**src/rtl/id_ex_stage_pkg.sv**
```systemverilog
// Shared encodings for the ID/EX stage: ALU INOp codes, R-type func codes,
// forwarding-select encoding and default widths.
package id_ex_stage_pkg;

    localparam int unsigned DEF_DATA_W = 32;
    localparam int unsigned DEF_REG_AW = 5;

    typedef enum logic [1:0] {
        INOP_PUSH_ADD = 2'd0,
        INOP_PUSH_SUB = 2'd1,
        INOP_DIAG     = 2'd2,
        INOP_NOP      = 2'd3
    } inop_t;

    localparam logic [5:0] FUNC_ADD = 6'h20;
    localparam logic [5:0] FUNC_SUB = 6'h22;
    localparam logic [5:0] FUNC_AND = 6'h24;
    localparam logic [5:0] FUNC_OR  = 6'h25;
    localparam logic [5:0] FUNC_SLT = 6'h2a;
    localparam logic [5:0] FUNC_JR  = 6'h08;

    typedef enum logic [1:0] {
        FWD_REG   = 2'd0,
        FWD_EXMEM = 2'd1,
        FWD_MEMWB = 2'd2
    } fwd_sel_t;

endpackage

```
**src/rtl/id_ex_stage_fwd_mux.sv**
```systemverilog
// Per-operand forwarding mux: EX/MEM beats MEM/WB, register $0 is never forwarded.
module fwd_mux
    import id_ex_stage_pkg::*;
#(
    parameter int unsigned DATA_W = DEF_DATA_W,
    parameter int unsigned REG_AW = DEF_REG_AW
) (
    input  logic [REG_AW-1:0] src,
    input  logic              exmem_regwrite,
    input  logic [REG_AW-1:0] exmem_rd,
    input  logic [DATA_W-1:0] exmem_res,
    input  logic              memwb_regwrite,
    input  logic [REG_AW-1:0] memwb_rd,
    input  logic [DATA_W-1:0] memwb_wdata,
    input  logic [DATA_W-1:0] reg_data,
    output logic [DATA_W-1:0] operand
);

    fwd_sel_t sel;

    always_comb begin
        sel = FWD_REG;
        if (exmem_regwrite && (exmem_rd != '0) && (exmem_rd == src))
            sel = FWD_EXMEM;
        else if (memwb_regwrite && (memwb_rd != '0) && (memwb_rd == src))
            sel = FWD_MEMWB;
    end

    always_comb begin
        operand = reg_data;
        case (sel)
            FWD_EXMEM: operand = exmem_res;
            FWD_MEMWB: operand = memwb_wdata;
            default:   operand = reg_data;
        endcase
    end

endmodule

```
**src/rtl/id_ex_stage.sv**
```systemverilog
// ID/EX pipeline register with operand forwarding, ALUSrc mux and
// load-use hazard detection (one-cycle stall plus bubble).
module id_ex_stage
    import id_ex_stage_pkg::*;
#(
    parameter int unsigned DATA_W = DEF_DATA_W,
    parameter int unsigned REG_AW = DEF_REG_AW
) (
    input  logic              clk,
    input  logic              rst,
    input  logic              flush,
    input  logic              id_valid,
    input  logic [REG_AW-1:0] id_rs,
    input  logic [REG_AW-1:0] id_rt,
    input  logic [REG_AW-1:0] id_rd,
    input  logic [DATA_W-1:0] id_a,
    input  logic [DATA_W-1:0] id_b,
    input  logic [DATA_W-1:0] id_imm,
    input  logic [5:0]        id_func,
    input  logic [1:0]        id_inop,
    input  logic              id_alusrc,
    input  logic              id_regdst,
    input  logic              id_regwrite,
    input  logic              id_memread,
    input  logic              id_memwrite,
    input  logic              id_memtoreg,
    input  logic              exmem_regwrite,
    input  logic [REG_AW-1:0] exmem_rd,
    input  logic [DATA_W-1:0] exmem_res,
    input  logic              memwb_regwrite,
    input  logic [REG_AW-1:0] memwb_rd,
    input  logic [DATA_W-1:0] memwb_wdata,
    output logic              stall,
    output logic [DATA_W-1:0] alu_a,
    output logic [DATA_W-1:0] alu_b,
    output logic [1:0]        alu_inop,
    output logic [5:0]        alu_func,
    output logic [DATA_W-1:0] ex_store_data,
    output logic [REG_AW-1:0] ex_dst,
    output logic              ex_regwrite,
    output logic              ex_memread,
    output logic              ex_memwrite,
    output logic              ex_memtoreg
);

    logic              ex_valid;
    logic [REG_AW-1:0] ex_rs;
    logic [REG_AW-1:0] ex_rt;
    logic [DATA_W-1:0] ex_a;
    logic [DATA_W-1:0] ex_b;
    logic [DATA_W-1:0] ex_imm;
    logic              ex_alusrc;
    inop_t             ex_inop;
    logic [5:0]        ex_func;
    logic [DATA_W-1:0] fwd_a;
    logic [DATA_W-1:0] fwd_b;

    // A load in EX whose target the instruction in ID reads cannot be forwarded in time.
    assign stall = ex_valid & ex_memread & (ex_rt != '0) & id_valid
                 & ((ex_rt == id_rs) | (ex_rt == id_rt));

    always_ff @(posedge clk or negedge rst) begin
        if (!rst) begin
            ex_valid    <= 1'b0;
            ex_rs       <= '0;
            ex_rt       <= '0;
            ex_a        <= '0;
            ex_b        <= '0;
            ex_imm      <= '0;
            ex_alusrc   <= 1'b0;
            ex_inop     <= INOP_NOP;
            ex_func     <= '0;
            ex_dst      <= '0;
            ex_regwrite <= 1'b0;
            ex_memread  <= 1'b0;
            ex_memwrite <= 1'b0;
            ex_memtoreg <= 1'b0;
        end else if (flush || stall) begin
            // Bubble: only valid and side-effecting control are cleared; data fields hold.
            ex_valid    <= 1'b0;
            ex_inop     <= INOP_NOP;
            ex_func     <= '0;
            ex_regwrite <= 1'b0;
            ex_memread  <= 1'b0;
            ex_memwrite <= 1'b0;
            ex_memtoreg <= 1'b0;
        end else begin
            ex_valid    <= id_valid;
            ex_rs       <= id_rs;
            ex_rt       <= id_rt;
            ex_a        <= id_a;
            ex_b        <= id_b;
            ex_imm      <= id_imm;
            ex_alusrc   <= id_alusrc;
            ex_inop     <= inop_t'(id_inop);
            ex_func     <= id_func;
            ex_dst      <= id_regdst ? id_rd : id_rt;
            ex_regwrite <= id_regwrite;
            ex_memread  <= id_memread;
            ex_memwrite <= id_memwrite;
            ex_memtoreg <= id_memtoreg;
        end
    end

    fwd_mux #(.DATA_W(DATA_W), .REG_AW(REG_AW)) u_fwd_rs (
        .src            (ex_rs),
        .exmem_regwrite (exmem_regwrite),
        .exmem_rd       (exmem_rd),
        .exmem_res      (exmem_res),
        .memwb_regwrite (memwb_regwrite),
        .memwb_rd       (memwb_rd),
        .memwb_wdata    (memwb_wdata),
        .reg_data       (ex_a),
        .operand        (fwd_a)
    );

    fwd_mux #(.DATA_W(DATA_W), .REG_AW(REG_AW)) u_fwd_rt (
        .src            (ex_rt),
        .exmem_regwrite (exmem_regwrite),
        .exmem_rd       (exmem_rd),
        .exmem_res      (exmem_res),
        .memwb_regwrite (memwb_regwrite),
        .memwb_rd       (memwb_rd),
        .memwb_wdata    (memwb_wdata),
        .reg_data       (ex_b),
        .operand        (fwd_b)
    );

    assign alu_a         = fwd_a;
    assign ex_store_data = fwd_b;
    assign alu_b         = ex_alusrc ? ex_imm : fwd_b;
    assign alu_inop      = ex_inop;
    assign alu_func      = ex_func;

endmodule
```
**config.mk**
```make
export PLATFORM = sky130hd
export DESIGN_NAME = id_ex_stage
export DESIGN_NICKNAME = d
export VERILOG_FILES = /design/src/rtl/id_ex_stage_pkg.sv /design/src/rtl/id_ex_stage_fwd_mux.sv /design/src/rtl/id_ex_stage.sv
export SDC_FILE = /design/constraint.sdc
export NUM_CORES = 1
export LEC_CHECK = 0
export BUFFER_PORTS_ARGS = -buffer_cell sky130_fd_sc_hd__buf_2
export CORE_MARGIN = 2
export CORE_UTILIZATION = 43
export CTS_BUF_LIST = sky130_fd_sc_hd__clkbuf_4 sky130_fd_sc_hd__clkbuf_8 sky130_fd_sc_hd__clkbuf_16
export CTS_CLUSTER_DIAMETER = 30
export DETAILED_ROUTE_END_ITERATION = 8
export PLACE_DENSITY = 0.77
export SETUP_SLACK_MARGIN = 0.1
export SYNTH_ARGS = -nofsm -noshare
export SYNTH_HDL_FRONTEND = slang
export SYNTH_SLANG_ARGS = --single-unit
```
**constraint.sdc**
```tcl
create_clock -name clk -period 2.3 [get_ports clk]
set_clock_uncertainty 0.1 [all_clocks]
set_input_delay 0.23 -clock clk [delete_from_list [all_inputs] [get_ports clk]]
set_output_delay 0.23 -clock clk [all_outputs]
set_load 0.02 [all_outputs]
```
==> metrics list <==
- Violated checks: setup timing
- Relative slew slack: 71.40%
- Most common cell in the synthesized netlist: sky130_fd_sc_hd__dfrtp_1
* Synthesis-stage register bit count: 125
- From bottom edge to top edge, the die measures 133.2 um.
- Across all hold checks on the routed design, the worst slack comes to 0.03396 ns.
- DR vias: 8798
- Number of buffer and inverter stages on the critical path: 2
- Capture point of the worst path: alu_b[30]
* Part of the Yosys area used for sequential elements: 43.63%
- Tightest Hold Check Type: input pin to flip-flop
- For the worst setup path, the data required time is 1.97 ns.
- Relative to the synthesized area, the layout overhead comes to 104.2%.
* List of cells traversed by the critical path: xnor2_1, nand4_1, or3_4, buf_12, mux2i_4, a221oi_4, buf_6
- Yosys printed 0 warnings.
- Core region area: 16470 um2
* Area share of the largest cell type after synthesis: 42.89%
* Fraction of layout instances using a drive strength above 1: 68.09%
- Overall die area: 17740 um2
- For this run, design rule violations remaining after detail routing come to 0.
- Across all register-to-register paths, the minimum setup slack is -0.47 ns.
* Fin Setup TNS: -88.99 ns
- The analysis attributes to cell leakage a power of 6.647 nW.
- Starting Density: 43.58%
* Clock transition at the register clock pins on the worst setup and hold paths after CTS: 0.06 ns
* Placed Area: 10270 um2
* Final worst path period need: 2.908 ns
- The final number of hold-violating endpoints came to 0.
* Setup repair after global routing missed its margin: true
* Post-DR vias/cell: 6.110
- Counting buffers and inverters, the worst setup path is 7 cells deep.
- The floorplan has 47 rows.
- In the final design database the tool counted 1411 nets.
* Post-synthesis cell area: 7176 um2
- The number of nets handed over by synthesis was 857.
- The flow ran to the end, but the final reports show violations.
- Final Routed Wirelength: 40.10 mm
- The H-tree generated during clock tree synthesis spans 4 levels.
* Worst-skew pair later-pin latency: 0.43 ns
- The via count of the first global-routing pass was 8482.
- Antenna violations before repair: 0
- After legalization and detailed placement, the total HPWL measured 17.31 mm.
- Critical path fanouts, max: 9
- Clock tree sinks: 125
- Root buffer selected by CTS: sky130_fd_sc_hd__clkbuf_16
- Yosys attributes the largest share of cell area to sky130_fd_sc_hd__dfrtp_1 43%, sky130_fd_sc_hd__mux2_2 13%, sky130_fd_sc_hd__mux2i_1 8.9%, sky130_fd_sc_hd__mux2_4 6.7%, sky130_fd_sc_hd__a221oi_1 3.9%.
- Tracing the worst setup path back leads to its startpoint at ex_rt[1].
* Part of the cycle the worst path needs: 126.5%
- For this run, asynchronously set or reset flops after synthesis account for 100.0%.
* Number of enable flip-flop cells after synthesis: 0
- Routability-driven placement finished with a final weighted congestion of 0.9017.
- Crit path kind: flip-flop to output pin
- Post-synthesis cell count: 652
- Arr. time, crit path: 2.58 ns
* Largest area contributor in the netlist: sky130_fd_sc_hd__dfrtp_1
* Reg-to-reg critical path endpoint: ex_b[27]
- Cell Pwr Density: 592.4 nW/um2
- TritonCTS built the clock tree.
* Worst stage delay on the critical path: 0.49 ns
* Peak clock frequency supported by timing: 0.3438 GHz
- Largest buffer count on any clock path: 2
- Total power: 0.008681 W
- For this design, the slowest cell found on the critical path is sky130_fd_sc_hd__or3_4.
* Most used DFF post-synth: sky130_fd_sc_hd__dfrtp_1
- Length of the first detailed-routing pass in iterations: 4
- Min-delay src: id_rs[4]
* Global routing usage summed across all routing layers: 33.38%
* Maximum capacitance violations: 0
- Die W: 133.2 um
- In this run, CTS created clock tree buffers numbering 17.
- Number of distinct library cell variants in the gate-level netlist after synthesis: 36
* Antenna Violating Nets Remaining: 0
- The first global-routing pass estimated 45.45 mm of wire.
- At the pin with the least slew margin, the transition time is 0.4251 ns.
* Initial detailed-routing violation count: 764
- The kind of cell with the highest combined delay along the critical path is simple AND/OR/NAND/NOR gates.
* Port Buffers: 318
* Synthesized area per cell: 11.01 um2
- STA classifies the critical path startpoint as a flip-flop.
* Final non-filler cell area: 14650 um2
* Critical R2R Launch: ex_rt[2]
- Top post-synthesis cells by count: 123 x sky130_fd_sc_hd__dfrtp_1, 80 x sky130_fd_sc_hd__mux2_2, 64 x sky130_fd_sc_hd__mux2i_1, 38 x sky130_fd_sc_hd__nor2_1, 34 x sky130_fd_sc_hd__nor3_1
- Io pins: 319
* Overall overflow remaining after global route: 0
* Largest net degree at the start of global routing: 42
- In the post-route analysis, the smallest setup slack over all paths is -0.6085 ns.
- Setup violations remaining at the end of the flow were counted as 222.
- Peak ir drop on the vdd network: 0.5525 mV
* Length in cells of the worst reg-to-reg path: 12
- Average detailed-routed wire length per instance: 27.85 um
- The worst setup path is captured at an output pin.
- The number of max-slew violations in the final report is 0.
flip-flops by register name, summed over array words and instances, names as in the netlist:
register	cells
ex_imm	32
ex_rt	5
ex_rs	5
ex_a	32
ex_memread	1
alu_inop	2
ex_valid	1
ex_memwrite	1
ex_dst	5
ex_alusrc	1
ex_memtoreg	1
ex_regwrite	1
ex_b	32
alu_func	6
cell families (layout without fill, tap and decap cells):
| family | after synthesis | count (layout) | share of synthesized area, % |
|---|---|---|---|
| xor+xnor | 30 | 30 | 3.662 |
| flops | 125 | 125 | 43.63 |
| compound gates | 105 | 105 | 9.416 |
| other cells | 0 | 1 | 0 |
| simple gates | 131 | 131 | 8.596 |
| mux | 176 | 176 | 28.18 |
| buf+inv | 85 | 652 | 6.521 |
worst min path at each step:
stage / to / slack, ns / cells after the start
floorplan: alu_func[0] / -0.17 / 0
global placement: ex_b[27] / 0.09 / 1
detailed placement: ex_b[27] / 0.09 / 1
CTS: ex_rs[3] / 0.0006 / 2
global route: ex_rs[4] / 0.02 / 2
finish: ex_rs[4] / 0.03 / 2
cell usage in the layout, fill, tap and decap left out, types with 24 or more instances in the layout:
cell type / count
sky130_fd_sc_hd__buf_2: 234
sky130_fd_sc_hd__dfrtp_1: 122
sky130_fd_sc_hd__dlygate4sd3_1: 120
sky130_fd_sc_hd__buf_4: 85
sky130_fd_sc_hd__buf_6: 84
sky130_fd_sc_hd__mux2_2: 59
sky130_fd_sc_hd__mux2_4: 53
sky130_fd_sc_hd__inv_1: 32
sky130_fd_sc_hd__buf_12: 32
sky130_fd_sc_hd__a21oi_2: 29
sky130_fd_sc_hd__a221oi_4: 28
sky130_fd_sc_hd__clkbuf_16: 28
sky130_fd_sc_hd__mux2i_2: 24
sky130_fd_sc_hd__mux2i_1: 24
report_power, final:
| part | internal, W | switching (W) |
|---|---|---|
| Sequential | 0.00242 | 0.000194 |
| Clock | 0.00176 | 0.00109 |
| Combinational | 0.00162 | 0.00160 |
worst reg2reg max path, stage by stage (launching register included):
cell and delay, ns:
sky130_fd_sc_hd__dfrtp_1 0.43, sky130_fd_sc_hd__buf_6 0.15, sky130_fd_sc_hd__buf_6 0.10, sky130_fd_sc_hd__buf_6 0.12
sky130_fd_sc_hd__xor2_2 0.17, sky130_fd_sc_hd__nor4_2 0.32, sky130_fd_sc_hd__a22oi_2 0.14, sky130_fd_sc_hd__o21ba_4 0.26
sky130_fd_sc_hd__buf_12 0.15, sky130_fd_sc_hd__buf_12 0.14, sky130_fd_sc_hd__buf_12 0.14, sky130_fd_sc_hd__buf_8 0.13
sky130_fd_sc_hd__mux2_4 0.31
what timing repair did:
| item | in CTS | in global routing |
|---|---|---|
| pin swaps | 8 | 47 |
| cloned | 10 | 15 |
| setup buffers | 22 | 42 |
| hold endpoints to repair | 144 | 1 |
| setup endpoints to repair | 204 | 220 |
| hold buffers | 119 | 1 |
| gates resized for setup | 168 | 267 |
stage by stage:
step	util (%)	worst slack, ns	instances
after floorplan	-	0.04236	652
after global placement	62.36	-0.3916	1208
after detailed placement	62.36	-0.4404	1208
after CTS	79.86	-0.4484	1391
after global routing	88.98	-0.6780	1439
final	89.00	-0.6085	1440
area by class of cell:
cell class / instances / area [um2]
diodes: 1 / 2.502
clock buffers: 19 / 452.9
clock inverters: 13 / 163.9
fillers: 622 / 1812
inverters: 32 / 120.1
multi-input cells: 442 / 5202
flip-flops and latches: 125 / 3134
well taps: 220 / 275.3
repair buffers: 588 / 5303
layer usage:
metal	vias up	track usage [%]	share of wire, %
met5	-	0	0
met4	0	16.43	8.1
met3	287	7.420	8.4
met2	753	60.19	50
met1	4315	37.27	33
li1	3443	-	-
Power figures use the tool's default switching activity.
